`config.mk`:
```
export PLATFORM = sky130hd
export DESIGN_NAME = fifo_rd_stream_flat
export DESIGN_NICKNAME = d
export VERILOG_FILES = /design/src/rtl/fifo_rd_stream_pkg.sv /design/src/rtl/fifo_rd_stream_if.sv /design/src/rtl/fifo_rd_stream_buf2.sv /design/src/rtl/fifo_rd_stream.sv /design/src/flat_wrapper.sv
export SDC_FILE = /design/constraint.sdc
export NUM_CORES = 1
export LEC_CHECK = 0
export BUFFER_PORTS_ARGS = -buffer_cell sky130_fd_sc_hd__buf_2
export CAP_MARGIN = 20
export CORE_AREA = 2 2 82 84
export CTS_BUF_LIST = sky130_fd_sc_hd__clkbuf_2
export CTS_CLUSTER_DIAMETER = 60
export DETAILED_ROUTE_END_ITERATION = 8
export DIE_AREA = 0 0 84 86
export PLACE_DENSITY = 0.85
export SYNTH_ARGS = -nofsm -noshare
export SYNTH_HDL_FRONTEND = slang
export SYNTH_SLANG_ARGS = --single-unit
```
`constraint.sdc`:
```
create_clock -name rdClk -period 3.8 [get_ports rdClk]
set_input_delay 0.57 -clock rdClk [delete_from_list [all_inputs] [get_ports rdClk]]
set_output_delay 0.57 -clock rdClk [all_outputs]
set_load 0.01 [all_outputs]
```
`src/rtl/fifo_rd_stream_pkg.sv`:
```
// Shared types and constants for the FIFO read-side stream engine.
// Imported by the buffer, interface users and the top.
package fifo_stream_pkg;
   localparam int PKT_CNT_W = 16;
   localparam int BUF_DEPTH = 2;
   typedef logic [1:0] buf_lvl_t;
endpackage

```
`src/rtl/fifo_rd_stream_if.sv`:
```
// Valid/ready output stream carrying packet-framed words.
// master drives data, slave drives ready.
interface fifo_rd_stream_if #(
   parameter int DW = 32
);
   logic          outValid;
   logic          outReady;
   logic [DW-1:0] outData;
   logic          outLast;

   modport master (
      output outValid,
      output outData,
      output outLast,
      input  outReady
   );

   modport slave (
      input  outValid,
      input  outData,
      input  outLast,
      output outReady
   );
endinterface

```
`src/rtl/fifo_rd_stream_buf2.sv`:
```
// Two-entry register buffer; push lands behind any held entry.
// Head is always entry0; a pop at level 2 shifts entry1 forward.
module stream_buf2
   import fifo_stream_pkg::*;
#(
   parameter int DW = 32
) (
   input  logic          rdClk,
   input  logic          rdRst_n,
   input  logic          push,
   input  logic          pop,
   input  logic [DW-1:0] pushData,
   output buf_lvl_t      level,
   output logic [DW-1:0] headData
);
   logic [DW-1:0] entry0;
   logic [DW-1:0] entry1;

   assign headData = entry0;

   // occupancy and entry storage, push behind head, pop shifts forward
   always_ff @(posedge rdClk) begin
      if (!rdRst_n) begin
         level  <= '0;
         entry0 <= '0;
         entry1 <= '0;
      end else begin
         level <= level + buf_lvl_t'(push) - buf_lvl_t'(pop);
         case (level)
            2'd0: begin
               if (push) entry0 <= pushData;
            end
            2'd1: begin
               if (push && pop) entry0 <= pushData;
               else if (push)   entry1 <= pushData;
            end
            2'd2: begin
               if (pop) entry0 <= entry1;
            end
            default: begin
               level <= '0;
            end
         endcase
      end
   end
endmodule

```
`src/rtl/fifo_rd_stream.sv`:
```
// Read-domain drain engine: pops the FIFO into a 2-entry buffer
// and emits a packet-framed valid/ready stream at 1 word/cycle.
module fifo_rd_stream
   import fifo_stream_pkg::*;
#(
   parameter int DW      = 32,
   parameter int PKT_LEN = 8
) (
   input  logic                 rdClk,
   input  logic                 rdRst_n,
   input  logic                 drainEn,
   input  logic                 fifoEmpty,
   input  logic [DW-1:0]        fifoRdData,
   output logic                 fifoRdEn,
   fifo_rd_stream_if.master     strm,
   output buf_lvl_t             bufLevel,
   output logic                 pktDone,
   output logic [PKT_CNT_W-1:0] pktCnt
);
   localparam int CW = (PKT_LEN > 1) ? $clog2(PKT_LEN) : 1;
   localparam logic [CW-1:0] LAST_BEAT = CW'(PKT_LEN - 1);

   logic [CW-1:0] beat;
   logic          fire;
   logic          lastFire;

   assign fifoRdEn = rdRst_n & drainEn & ~fifoEmpty
                   & (bufLevel < buf_lvl_t'(BUF_DEPTH));

   assign strm.outValid = (bufLevel != '0);
   assign strm.outLast  = strm.outValid & (beat == LAST_BEAT);
   assign fire          = strm.outValid & strm.outReady;
   assign lastFire      = fire & strm.outLast;

   stream_buf2 #(.DW(DW)) u_buf (
      .rdClk    (rdClk),
      .rdRst_n  (rdRst_n),
      .push     (fifoRdEn),
      .pop      (fire),
      .pushData (fifoRdData),
      .level    (bufLevel),
      .headData (strm.outData)
   );

   // beat position within the packet, advanced only by accepted words
   always_ff @(posedge rdClk) begin
      if (!rdRst_n) begin
         beat <= '0;
      end else if (fire) begin
         beat <= (beat == LAST_BEAT) ? '0 : beat + 1'b1;
      end
   end

   // completed-packet pulse and wrapping packet count
   always_ff @(posedge rdClk) begin
      if (!rdRst_n) begin
         pktDone <= 1'b0;
         pktCnt  <= '0;
      end else begin
         pktDone <= lastFire;
         if (lastFire) pktCnt <= pktCnt + 1'b1;
      end
   end
endmodule

```
`src/flat_wrapper.sv`:
```
// flat-port wrapper written by rule: the top's interface ports become plain ports
module fifo_rd_stream_flat import fifo_stream_pkg::*;
#(
   parameter int DW      = 32,
   parameter int PKT_LEN = 8
)
  (rdClk, rdRst_n, drainEn, fifoEmpty, fifoRdData, fifoRdEn, bufLevel, pktDone, pktCnt, strm_outValid, strm_outData, strm_outLast, strm_outReady);
  fifo_rd_stream_if #(.DW(DW)) strm_i ();
  input  logic rdClk;
  input  logic rdRst_n;
  input  logic drainEn;
  input  logic fifoEmpty;
  input  logic [DW-1:0] fifoRdData;
  output logic fifoRdEn;
  output buf_lvl_t bufLevel;
  output logic pktDone;
  output logic [PKT_CNT_W-1:0] pktCnt;
  output wire logic [$bits(strm_i.outValid)-1:0] strm_outValid;
  output wire logic [$bits(strm_i.outData)-1:0] strm_outData;
  output wire logic [$bits(strm_i.outLast)-1:0] strm_outLast;
  input wire logic [$bits(strm_i.outReady)-1:0] strm_outReady;
  assign strm_outValid = strm_i.outValid;
  assign strm_outData = strm_i.outData;
  assign strm_outLast = strm_i.outLast;
  assign strm_i.outReady = strm_outReady;
  fifo_rd_stream #(.DW(DW), .PKT_LEN(PKT_LEN)) u_core (.rdClk(rdClk), .rdRst_n(rdRst_n), .drainEn(drainEn), .fifoEmpty(fifoEmpty), .fifoRdData(fifoRdData), .fifoRdEn(fifoRdEn), .strm(strm_i), .bufLevel(bufLevel), .pktDone(pktDone), .pktCnt(pktCnt));
endmodule
```
Word-level counts from Yosys, hierarchy flattened
Index checks and enable logic that the tools add are counted.

Output and inout port bits: 54. Logic and storage cells: 38. Input port bits: 37. Register bits: 86.

Add/sub/neg operators: 4. Eq/ne operators: 6. Bitwise logic cells: 8. Reductions and logical operators: 8. Mux-type cells: 5. Magnitude comparators: 1.

Operators with widths (number): $mux 32 (3); $pmux 32 s3 (1); $add 16x1->16 const B (1); $and 1x1->1 (6); $ne 2x2->1 const B (2); $reduce_and 4->1 (1); $add 3x1->3 const B (1); $eq 3x3->1 const B (1); $mux 3 (1); $reduce_and 3->1 (1); $reduce_bool 3->1 (1); $reduce_or 3->1 (1); $add 2x1->2 (1); $eq 2x1->1 const B (1); $eq 2x2->1 const B (1); $logic_not 2->1 (1); $lt 2x2->1 const B (1); $ne 2x1->1 const B (1); $not 1->1 (2); $reduce_and 2->1 (1); $reduce_bool 2->1 (1); $sub 2x1->2 (1); $logic_and 1x1->1 (1).

Depth between registers and ports, before layout
Gate-level depths: netlist of run 1.

Depth after elaboration: 6. Depth in mapped cells: 10. Depth with buffers taken out: 9.

Modules after synthesis
From an unflattened synthesis of run 1, not the netlist that was laid out.

Cells, all modules: 414. Area total of the unflattened synthesis: 3995.1 sq um.

By module, submodules not included: stream_buf2 (area each 2997.9 sq um, instances 1, cells an instance 309, sequential area each 1321.3 sq um); fifo_rd_stream (area each 997.2 sq um, instances 1, cells an instance 105, sequential area each 400.4 sq um).

Worst setup path before layout of run 1
OpenSTA, ideal clock, no wires.

Path type: input-to-reg. Start point: input fifoEmpty. End point: register u_core.u_buf.entry0[0] (netlist: u_core.u_buf.headData[0]). Arrival: 1.847 ns. Data required time: 3.714 ns. Path buffers: 1. Library setup time: 0.086 ns. Setup slack: 1.867 ns. Stages on the path: 8. Path through: nand4bb_4 -> inv_1 -> ha_1 -> nand3b_1 -> o211ai_2 -> buf_2 -> nor2_1 -> a211oi_1.

Cells in the longest elaborated chain, start to end: 6. Elaborated cells on any way between the ends: 7. Classes of those cells: 2 x eq/ne; 3 x bitwise; 2 x reduce/logical.

RTL lines: from (decl) (line flat_wrapper.sv:12) `input logic fifoEmpty;`; $not 1->1 * (line fifo_rd_stream.sv:27) `assign fifoRdEn = rdRst_n & drainEn & ~fifoEmpty`; $and 1x1->1 * (line fifo_rd_stream.sv:27); $and 1x1->1 * (line fifo_rd_stream.sv:28) `& (bufLevel < buf_lvl_t'(BUF_DEPTH));`; net fifoRdEn (line flat_wrapper.sv:14) `output logic fifoRdEn;`; $logic_and 1x1->1 (line fifo_rd_stream_buf2.sv:34) `if (push && pop) entry0 <= pushData;`; $ne 2x2->1 (no source line); $reduce_and 4->1 (no source line) *; to (signal assigned) (line fifo_rd_stream_buf2.sv:31) `if (push) entry0 <= pushData;`; to (signal assigned) (line fifo_rd_stream_buf2.sv:34); to (signal assigned) (line fifo_rd_stream_buf2.sv:38) `if (pop) entry0 <= entry1;`; to (decl) (line fifo_rd_stream_buf2.sv:16) `logic [DW-1:0] entry0;`.

The timed path passes the listed nets; every way through them passes the cells marked *. A chain may end at the register's enable or synchronous reset.

Final worst setup path of run 1
Start point: register u_core.u_buf.level[0]. End point: register u_core.u_buf.entry0[6] (netlist: u_core.u_buf.headData[6]).

Cells in the longest elaborated chain, start to end: 5. Elaborated cells on any way between the ends: 14. Classes of those cells: 1 x order compare; 5 x eq/ne; 1 x mux; 2 x bitwise; 5 x reduce/logical.

RTL lines: from (decl) (line fifo_rd_stream_buf2.sv:13) `output buf_lvl_t level,`; from (signal assigned) (line fifo_rd_stream_buf2.sv:28) `level <= level + buf_lvl_t'(push) - buf_lvl_t'(pop);`; $reduce_bool 2->1 * (line fifo_rd_stream.sv:30) `assign strm.outValid = (bufLevel != '0);`; $and 1x1->1 * (line fifo_rd_stream.sv:32) `assign fire = strm.outValid & strm.outReady;`; net u_core.fire (line fifo_rd_stream.sv:24) `logic fire;`; $logic_and 1x1->1 (line fifo_rd_stream_buf2.sv:34); $ne 2x2->1 (no source line); $reduce_and 4->1 (no source line) *.

Marks and branches as above.

==> metrics.yaml, run 1 <==
diodes: 0
cts-root-buf: "clkbuf_2"
p_comb_frac: 0.310
swShare: 0.346
nets: 523
std_cell_rows: 29
critPathKind: "flip-flop to flip-flop"
hp-class: "primary input to flip-flop"
hold_end: "u_core.u_buf.entry1[31]"
timing.fmax_ghz: 0.381
crit_path_end_kind: "flip-flop"
viasPerCell: 5.48
intPower_w: 0.00147
r2r_cells: 9
die_h_um: 86
clk_path_buf_depth: 2
ys_types: 37
pwr-share-clk: 0.199
r2r_start: "u_core.u_buf.level[0]"
p_leak_nw: 1.91
period_share: 0.690
cts_tree: "done"
cts_sinks: 86
grt.overflow.total: 0
yosysTopAreaCellShare: 0.477
status: "finished clean"
postCtsSetupBuffers: 0
reg2reg_to: "u_core.u_buf.headData[6]"
slew_headroom: 0.345
cts_resized: 0
start_kind: "flip-flop"
core_area_mm2: 0.00628
syn_to_final_growth_pct: 16.2
drt-pass1-iter-count: 4
powerDensity_mw_per_mm2: 536
h-tree-depth: 3
worstSkewPairLatency_ns: 0.51
num_vias: 3082
synth_seq_cells: 86
place.detailed.hpwl_um: 5300
finalSetupTns_ns: 0
cts_buffers: 9
path_max_fanout: 38
hp-start: "fifoRdData[31]"
tightest_slew_ns: 0.982
yosysWarnings: 0
die_area_mm2: 0.00722
synth.largest_area_cell: "dfxtp_1"
slew_viol_final: 0
fillCellCount: 516
wire_per_inst_um: 13.6
dpl.cell_count: 546
postSynthCellCount: 402
ant_nets: 0
gp_congestion: 0.745
grt.total_usage: 0.215
ff2ff_setup_slack_ns: 1.18
layout_common_cells: "90 x buf_2, 86 x dfxtp_1, 74 x nand2_1"
setup_viol: 0
required_ns: 4.23
pin_count: 91
arrival_ns: 3.05
antenna_found_initial: 0
p_sw_w: 0.000778
stdcell_count: 562
power_frac_seq: 0.491
io_buffers: 90
skew_ns: 0.0183
final_common_cell: "buf_2"
syn_avg_cell_area_um2: 8.98
initial_utilization: 0.575
synth_fp_nets: 445
drc: 0
timing.final.crit_period_ns: 2.62
maxCapViolCount: 0
drive_gt1_frac: 0.252
die_x_um: 84
rsz0062_at_grt: "no"
synth_seq_area_share: 0.477
ir_drop_mv: 0.356
grt_max_degree: 44
drt_iter0_drc: 153
path_clk_slew_ns: 0.22
grt_first_pass_wirelength_um: 12700
cts_hold_buffers: 0
finalWirelength_um: 7640
grt_pass1_vias: 2772
synthTopCellsByArea: "dfxtp_1 48%, mux2i_1 8.9%, nand2_1 7.7%, a211oi_1 6.9%, a21oi_1 6.0%"
min_path_cells: 3
finalHoldViolCount: 0
syn-cell-area_mm2: 0.00361
Yosys cell counts:
library cell	instances
and2_1	1
and4_4	1
or3_1	2
o31ai_1	5
and3_2	1
a21oi_1	43
nand4bb_4	1
inv_1	3
or4_1	5
buf_2	8
or2b_1	1
or2_4	1
o211a_4	1
a211oi_1	33
buf_1	2
o211ai_1	1
o211ai_2	1
nand2_1	74
and3_1	2
nand2_4	2
dfxtp_1	86
nor3_1	2
nand4_4	1
inv_6	1
buf_6	1
nor2_1	42
nand3_1	6
xor2_1	5
nor2b_1	1
mux2i_1	32
o21ai_0	2
nor3b_2	1
xnor2_1	5
nand4_1	3
nand3b_1	4
clkbuf_1	16
ha_1	6
state kept, by name, indices dropped and copies added, names as in the netlist:
name and cells:
u_core.u_buf.entry1 32, u_core.u_buf.headData 32, u_core.pktCnt 16, u_core.beat 3
u_core.u_buf.level 2, u_core.pktDone 1
critical path: stages, from the launching register on:
cell and delay [ns]:
dfxtp_1 0.67, or2_4 0.23, nand2_4 0.07, inv_6 0.11
ha_1 0.24, nand3b_1 0.14, o211ai_4 0.32, buf_4 0.45
nor2_1 0.08, a211oi_1 0.24
how the worst max path moves through the flow:
stage | cells past startpoint | slack, ns | from | end
6_report | 9 | 1.18 | u_core.u_buf.level[0] | u_core.u_buf.headData[6]
4_1_cts | 9 | 1.16 | u_core.u_buf.level[0] | u_core.u_buf.headData[6]
3_3_place_gp | 9 | 1.26 | fifoEmpty | u_core.u_buf.headData[30]
2_1_floorplan | 8 | 1.87 | fifoEmpty | u_core.u_buf.headData[0]
5_1_grt | 9 | 0.97 | u_core.u_buf.level[0] | u_core.u_buf.headData[4]
3_5_place_dp | 9 | 1.12 | fifoEmpty | u_core.u_buf.headData[6]
per-layer routing:
layer  GRT usage  vias up  share of wire  wire length (µm)
li1            -     1556              -                 -
met1       0.270     1416           0.44              3380
met2       0.364      105           0.48              3670
met3      0.0568        5          0.071               541
met4      0.0660        0         0.0068                52
met5           0        -              0                 0
per-stage QoR:
stage / hold slack [ns] / setup WS (ns) / power (W) / util / cell area (µm²)
2_1_floorplan: 0.436 / 1.87 / 0.00161 / - / 3610
3_3_place_gp: 0.440 / 1.26 / 0.00180 / 0.651 / 4080
3_5_place_dp: 0.447 / 1.12 / 0.00183 / 0.651 / 4080
4_1_cts: 0.233 / 1.16 / 0.00227 / 0.668 / 4190
5_1_grt: 0.210 / 0.968 / 0.00239 / 0.668 / 4190
6_report: 0.270 / 1.18 / 0.00225 / 0.668 / 4190
logic make-up after synthesis:
group | Yosys count | share of synthesized area
adders and majority gates | 6 | 0.0208
and+or+nand+nor | 151 | 0.199
DFF | 86 | 0.477
xor gates and xnor gates | 10 | 0.0243
AOI/OAI and AO/OA | 86 | 0.152
muxes | 32 | 0.0887
buffers and inverters | 31 | 0.0385
power by group through the flow:
stage / Clock [W] / Sequential, W / Combinational [W]
global placement: 0 / 0.00112 / 0.000682
global route: 0.000496 / 0.00112 / 0.000773
CTS: 0.000460 / 0.00111 / 0.000706
detailed placement: 0 / 0.00113 / 0.000704
finish: 0.000447 / 0.00110 / 0.000698
floorplan: 0 / 0.00115 / 0.000465
layout make-up:
cell class	count	area, µm²	share of cell area
Clock inverter	7	65.1	0.0155
Sequential cell	86	1720	0.411
Tap cell	77	96.3	0.0230
Timing Repair Buffer	94	480	0.115
Multi-Input combinational cell	285	1770	0.421
Clock buffer	9	45.0	0.0107
Inverter	4	20.0	0.00477
No activity file was read; power rests on OpenSTA's default activity.
==> run 2: changes to the inputs <==
--- a/config.mk
+++ b/config.mk
@@ -7,12 +7,12 @@
 export LEC_CHECK = 0
 export BUFFER_PORTS_ARGS = -buffer_cell sky130_fd_sc_hd__buf_2
 export CAP_MARGIN = 20
-export CORE_AREA = 2 2 82 84
+export CORE_AREA = 2 2 85 87
 export CTS_BUF_LIST = sky130_fd_sc_hd__clkbuf_2
 export CTS_CLUSTER_DIAMETER = 60
 export DETAILED_ROUTE_END_ITERATION = 8
-export DIE_AREA = 0 0 84 86
-export PLACE_DENSITY = 0.85
+export DIE_AREA = 0 0 87 89
+export PLACE_DENSITY = 0.8
 export SYNTH_ARGS = -nofsm -noshare
 export SYNTH_HDL_FRONTEND = slang
 export SYNTH_SLANG_ARGS = --single-unit
==> constraint.sdc (replaced) <==
create_clock -name rdClk -period 2.5 [get_ports rdClk]
set_input_delay 0.375 -clock rdClk [delete_from_list [all_inputs] [get_ports rdClk]]
set_output_delay 0.375 -clock rdClk [all_outputs]
set_load 0.01 [all_outputs]
==> run 2 against run 1 <==
  * Design area rose by 0.84%
  * Sequential share of layout area fell by 0.34 points
  * Clock skew fell by 0.0030 ns
  * Core utilization fell by 3.9 points
  * Combinational power rose by 60%
  * Register-to-register slack got worse by 0.79 ns
  * First-iteration DRC count fell by 37%
  * Critical endpoint is now u_core.u_buf.headData[2]
  * Die area rose by 7.2%
  * Final cell count rose by 0.71%
  * Clock power rose by 51%
  * Maximum frequency rose by 24%
  * Flip-flop and latch count did not move
==> metrics.yaml, run 2 (synthesis results as in run 1) <==
h-tree-depth: 3  # unchanged
gp_congestion: 0.726  # -2.5%
powerDensity_mw_per_mm2: 814  # +52%
crit_path_end_kind: "flip-flop"
grt.overflow.total: 0  # unchanged
p_leak_nw: 1.92  # +0.73%
ff2ff_setup_slack_ns: 0.38  # -0.79 ns
syn_to_final_growth_pct: 17.2
cts_sinks: 86  # unchanged
required_ns: 2.95  # -1.28 ns
finalWirelength_um: 7700  # +0.76%
setup_viol: 0  # unchanged
cp_cell_sequence: "or2_4, nand2_4, inv_6, ha_1, nand3b_1, o211ai_4, buf_12, nor2_1, a211oi_1"
std_cell_rows: 30  # +3.4%
antenna_found_initial: 0  # unchanged
crit_path_start: "u_core.u_buf.level[1]"
cp_slowest_cell: "dfxtp_1"
finalHoldViolCount: 0  # unchanged
final_common_cell: "buf_2"
postCtsSetupBuffers: 0  # unchanged
die_h_um: 89  # +3.5%
die_area_mm2: 0.00774  # +7.2%
place.detailed.hpwl_um: 5180  # -2.2%
drt-pass1-iter-count: 4  # unchanged
wire_per_inst_um: 13.6  # about the same
cts_buffers: 9  # unchanged
drt_iter0_drc: 96  # -37%
status: "finished clean"
hp-class: "primary input to flip-flop"
drive_gt1_frac: 0.253  # +0.00154
cts_tree: "done"
grt.total_usage: 0.204  # -0.0105
pin_count: 91  # unchanged
period_share: 0.846  # +0.156
ant_nets: 0  # unchanged
core_area_mm2: 0.00672  # +7.0%
grt_max_degree: 65  # +48%
worstSkewPairLatency_ns: 0.52  # about the same
rsz0062_at_grt: "no"
hold_ws_ns: 0.0640  # -0.206 ns
cp_slowest_stage_delay_ns: 0.57  # -0.10 ns
hp-start: "fifoRdData[28]"
critPathKind: "flip-flop to flip-flop"
initial_utilization: 0.537  # -0.0378
nets: 525  # +0.38%
path_clk_slew_ns: 0.22  # about the same
timing.final.crit_period_ns: 2.12  # -0.509 ns
finalSetupTns_ns: 0  # unchanged
viasPerCell: 5.46  # -0.51%
cts-root-buf: "clkbuf_2"
cts_resized: 0  # unchanged
start_kind: "flip-flop"
grt_pass1_vias: 2811  # +1.4%
layout_common_cells: "90 x buf_2, 86 x dfxtp_1, 74 x nand2_1"
diodes: 0  # unchanged
maxCapViolCount: 0  # unchanged
path_max_fanout: 64  # +68%
grt_first_pass_wirelength_um: 12500  # -1.1%
path_delay_family: "flip-flops"
arrival_ns: 2.56  # -0.49 ns
cts_hold_buffers: 0  # unchanged
slew_viol_final: 0  # unchanged
r2r_start: "u_core.u_buf.level[1]"
timing.fmax_ghz: 0.473  # +24%
tightest_slew_ns: 1.01  # +0.0302 ns
num_vias: 3088  # +0.19%
io_buffers: 90  # unchanged
slew_headroom: 0.325  # -0.0202
skew_ns: 0.0153  # -0.00298 ns
drc: 0  # unchanged
clk_path_buf_depth: 2  # unchanged
critPathBufInv: 2  # unchanged
die_x_um: 87  # +3.6%
ir_drop_mv: 0.366  # +2.9%
==> run 2: changes by cell type in the layout (fill, tap and decap cells not counted) <==
cell / delta
clkinv_4: -1
clkbuf_2: +1
clkinv_2: -1
buf_12: +2
==> run 2: area by class of cell <==
class	instances	area, µm²
multi-input cells	285	1770
well taps	80	100
clock buffers	10	50.0
fillers	590	2490
inverters	4	20.0
clock inverters	5	51.3
flip-flops and latches	86	1720
repair buffers	96	520
==> run 2: final timing paths <==
check	end	depth (start not counted)
max reg2reg	u_core.u_buf.headData[2]	9
min reg2reg	u_core.u_buf.entry1[28]	2
min	u_core.u_buf.entry1[28]	3
max	u_core.u_buf.headData[2]	9
==> run 2: tightest hold or removal path: cells and delay by family <==
family	cells	cell delay, ns
buf+inv	1	0.10
simple gates	1	0.05
compound gates	1	0.05
==> run 2: metrics by stage <==
step	setup WS, ns	util	total power (W)	cell area (µm²)	std cells
global route	0.194	0.629	0.00366	4230	566
floorplan	0.596	-	0.00245	3610	402
finish	0.385	0.629	0.00344	4230	566
CTS	0.371	0.629	0.00347	4230	566
global placement	0.539	0.614	0.00277	4130	551
detailed placement	0.375	0.614	0.00281	4130	551
==> run 2: power breakdown <==
part / switching [W] / total (W) / internal (W)
Combinational: 0.000627 / 0.00112 / 0.000490
Clock: 0.000452 / 0.000675 / 0.000223
Sequential: 0.000104 / 0.00165 / 0.00155
Total: 0.00118 / 0.00344 / 0.00226
==> run 2: metal layers <==
metal | global-route usage | vias up | share of wire
met1 | 0.246 | 1434 | 0.46
met2 | 0.350 | 74 | 0.47
met5 | 0 | - | 0
met4 | 0.0852 | 0 | 0.019
li1 | - | 1567 | -
met3 | 0.0508 | 13 | 0.047
==> run 3: changes to the inputs <==
==> constraint.sdc (replaced) <==
create_clock -name rdClk -period 2 [get_ports rdClk]
set_input_delay 0.3 -clock rdClk [delete_from_list [all_inputs] [get_ports rdClk]]
set_output_delay 0.3 -clock rdClk [all_outputs]
set_load 0.01 [all_outputs]
==> run 3 against run 2 <==
  * Total power up 26%
  * Via count rose by 1.2%
  * Global-route usage rose by 0.47 points
  * Sequential share of layout area is 2.1 points lower
  * Register-to-register slack lost 0.24 ns
  * Final cell count increased by 3.9%
  * Design area rose by 5.5%
  * Clock power is 18% higher
  * Combinational power rose by 33%
  * Worst setup slack lost 0.24 ns
  * Sequential power up 24%
  * Hold slack got worse by 0.031 ns
==> metrics.yaml, run 3 (synthesis results as in run 1) <==
stdcell_count: 588  # +3.9%
drive_gt1_frac: 0.254  # +0.000851
diodes: 0  # unchanged
gp_congestion: 0.809  # +11%
num_vias: 3126  # +1.2%
drt_iter0_drc: 119  # +24%
grt.total_usage: 0.209  # +0.00472
cp_slowest_cell: "dfxtp_1"
arrival_ns: 1.56  # -1.00 ns
pwr-share-clk: 0.184  # -0.012
ant_nets: 0  # unchanged
power_frac_seq: 0.472  # -0.008
p_sw_w: 0.00146  # +23%
wire_per_inst_um: 13.5  # -0.92%
grt_max_degree: 51  # -22%
p_comb_frac: 0.344  # +0.020
layout_common_cells: "90 x buf_2, 85 x dfxtp_1, 74 x nand2_1"
pin_count: 91  # unchanged
cts_tree: "done"
worstSkewPairLatency_ns: 0.49  # -0.03 ns
cp_slowest_stage_delay_ns: 0.36  # -0.21 ns
std_cell_rows: 30  # unchanged
dpl.cell_count: 556  # +0.91%
status: "finished clean"
path_max_fanout: 5  # -92%
cts_buffers: 9  # unchanged
timing.fmax_ghz: 0.539
grt-busiest-layer: "met2"
slew_viol_final: 0  # unchanged
grt_first_pass_wirelength_um: 13000  # +3.8%
final_common_cell: "buf_2"
initial_utilization: 0.537  # unchanged
intPower_w: 0.00288  # +28%
setup_viol: 0  # unchanged
place.detailed.hpwl_um: 5370  # +3.6%
core_area_mm2: 0.00672  # unchanged
tightest_slew_ns: 0.501  # -0.512 ns
drc: 0  # unchanged
cts-root-buf: "clkbuf_2"
multi_input_area_mm2: 0.00177  # +0.28%
cp_cell_sequence: "ha_1, ha_2, and2_1, buf_2"
total_power_w: 0.00434  # +26%
cts_sinks: 86  # unchanged
met3_usage: 0.0397  # -0.0111
nets: 549  # +4.6%
clk_path_buf_depth: 2  # unchanged
finalHoldViolCount: 0  # unchanged
slew_headroom: 0.666  # +0.341
rsz0062_at_grt: "no"
fillCellCount: 589  # -0.17%
h-tree-depth: 3  # unchanged
syn_to_final_growth_pct: 23.6
drt-pass1-iter-count: 4  # unchanged
maxCapViolCount: 0  # unchanged
die_area_mm2: 0.00774  # unchanged
crit_path_end_kind: "primary output"
skew_ns: 0.0235  # +0.00821 ns
die_x_um: 87  # unchanged
grt.overflow.total: 0  # unchanged
finalWirelength_um: 7930  # +2.9%
grtUsageMet1: 0.271  # +0.0253
io_buffers: 90  # unchanged
swShare: 0.335  # -0.00822
period_share: 0.928
path_clk_slew_ns: 0.21  # about the same
finalSetupTns_ns: 0  # unchanged
viasPerCell: 5.32  # -2.6%
hp-class: "primary input to flip-flop"
critPathKind: "flip-flop to primary output"
die_h_um: 89  # unchanged
grt_pass1_vias: 2846  # +1.2%
register_area_mm2: 0.00172  # about the same
use_met2: 0.350  # +0.000694
powerDensity_mw_per_mm2: 972  # +19%
p_leak_nw: 2.02  # +4.9%
timing.final.crit_period_ns: 1.86
required_ns: 1.70  # -1.25 ns
antenna_found_initial: 0  # unchanged
ir_drop_mv: 0.413  # +13%
start_kind: "flip-flop"
[run 3: power by group through the flow]
stage | logic (W) | registers [W] | clock network, W
2_1_floorplan | 0.000883 | 0.00218 | 0
4_1_cts | 0.00150 | 0.00205 | 0.000814
3_5_place_dp | 0.00147 | 0.00209 | 0
6_report | 0.00149 | 0.00205 | 0.000798
3_3_place_gp | 0.00144 | 0.00208 | 0
5_1_grt | 0.00166 | 0.00208 | 0.000887
[run 3: critical path: cells and delay by family, from the launching register on]
| kind | cells | cell delay (ns) |
|---|---|---|
| adder cells (fa/ha/maj) | 2 | 0.43 |
| AND/OR/NAND/NOR | 1 | 0.15 |
| flip-flops | 1 | 0.36 |
| buffers and inverters | 1 | 0.14 |
[run 3: timing repair]
| action | 4_1_cts | 5_1_grt |
|---|---|---|
| hold buffers | 14 | 5 |
| hold endpoints to repair | 14 | 5 |
| gates resized for setup | 0 | 3 |
| setup endpoints to repair | 0 | 28 |
| buffers inserted | 0 | 0 |
[run 3: worst paths after layout]
| path | slack [ns] | from | cells after the start | end |
|---|---|---|---|---|
| hold / removal | 0.03 | fifoRdData[6] | 3 | u_core.u_buf.entry1[6] |
| hold reg to reg | 0.47 | u_core.u_buf.entry1[19] | 2 | u_core.u_buf.entry1[19] |
| setup / recovery | 0.14 | u_core.beat[0] | 4 | strm_outLast |
| setup reg to reg | 0.14 | u_core.beat[0] | 6 | u_core.pktCnt[14] |
[run 3: layout make-up]
type | instances | share of cell area
clock buffer | 10 | 0.0112
clock inverter | 3 | 0.00869
inverter | 4 | 0.00449
multi-input combinational | 285 | 0.397
sequential | 86 | 0.386
tap | 80 | 0.0224
timing repair buffer | 120 | 0.170
[run 3: per-layer routing]
layer	wire, µm	part of all wire
met5	0	0
met4	57	0.0072
met3	422	0.053
met2	3800	0.48
met1	3650	0.46
[run 3: through the flow]
step | area [µm²] | hold slack, ns | util | setup WS [ns]
finish | 4460 | 0.0326 | 0.664 | 0.144
global route | 4460 | 0.00174 | 0.664 | 0.00724
CTS | 4410 | 0.0000863 | 0.656 | 0.0367
detailed placement | 4180 | 0.446 | 0.622 | 0.0960
global placement | 4180 | 0.441 | 0.622 | 0.163
floorplan | 3610 | 0.416 | - | 0.0962
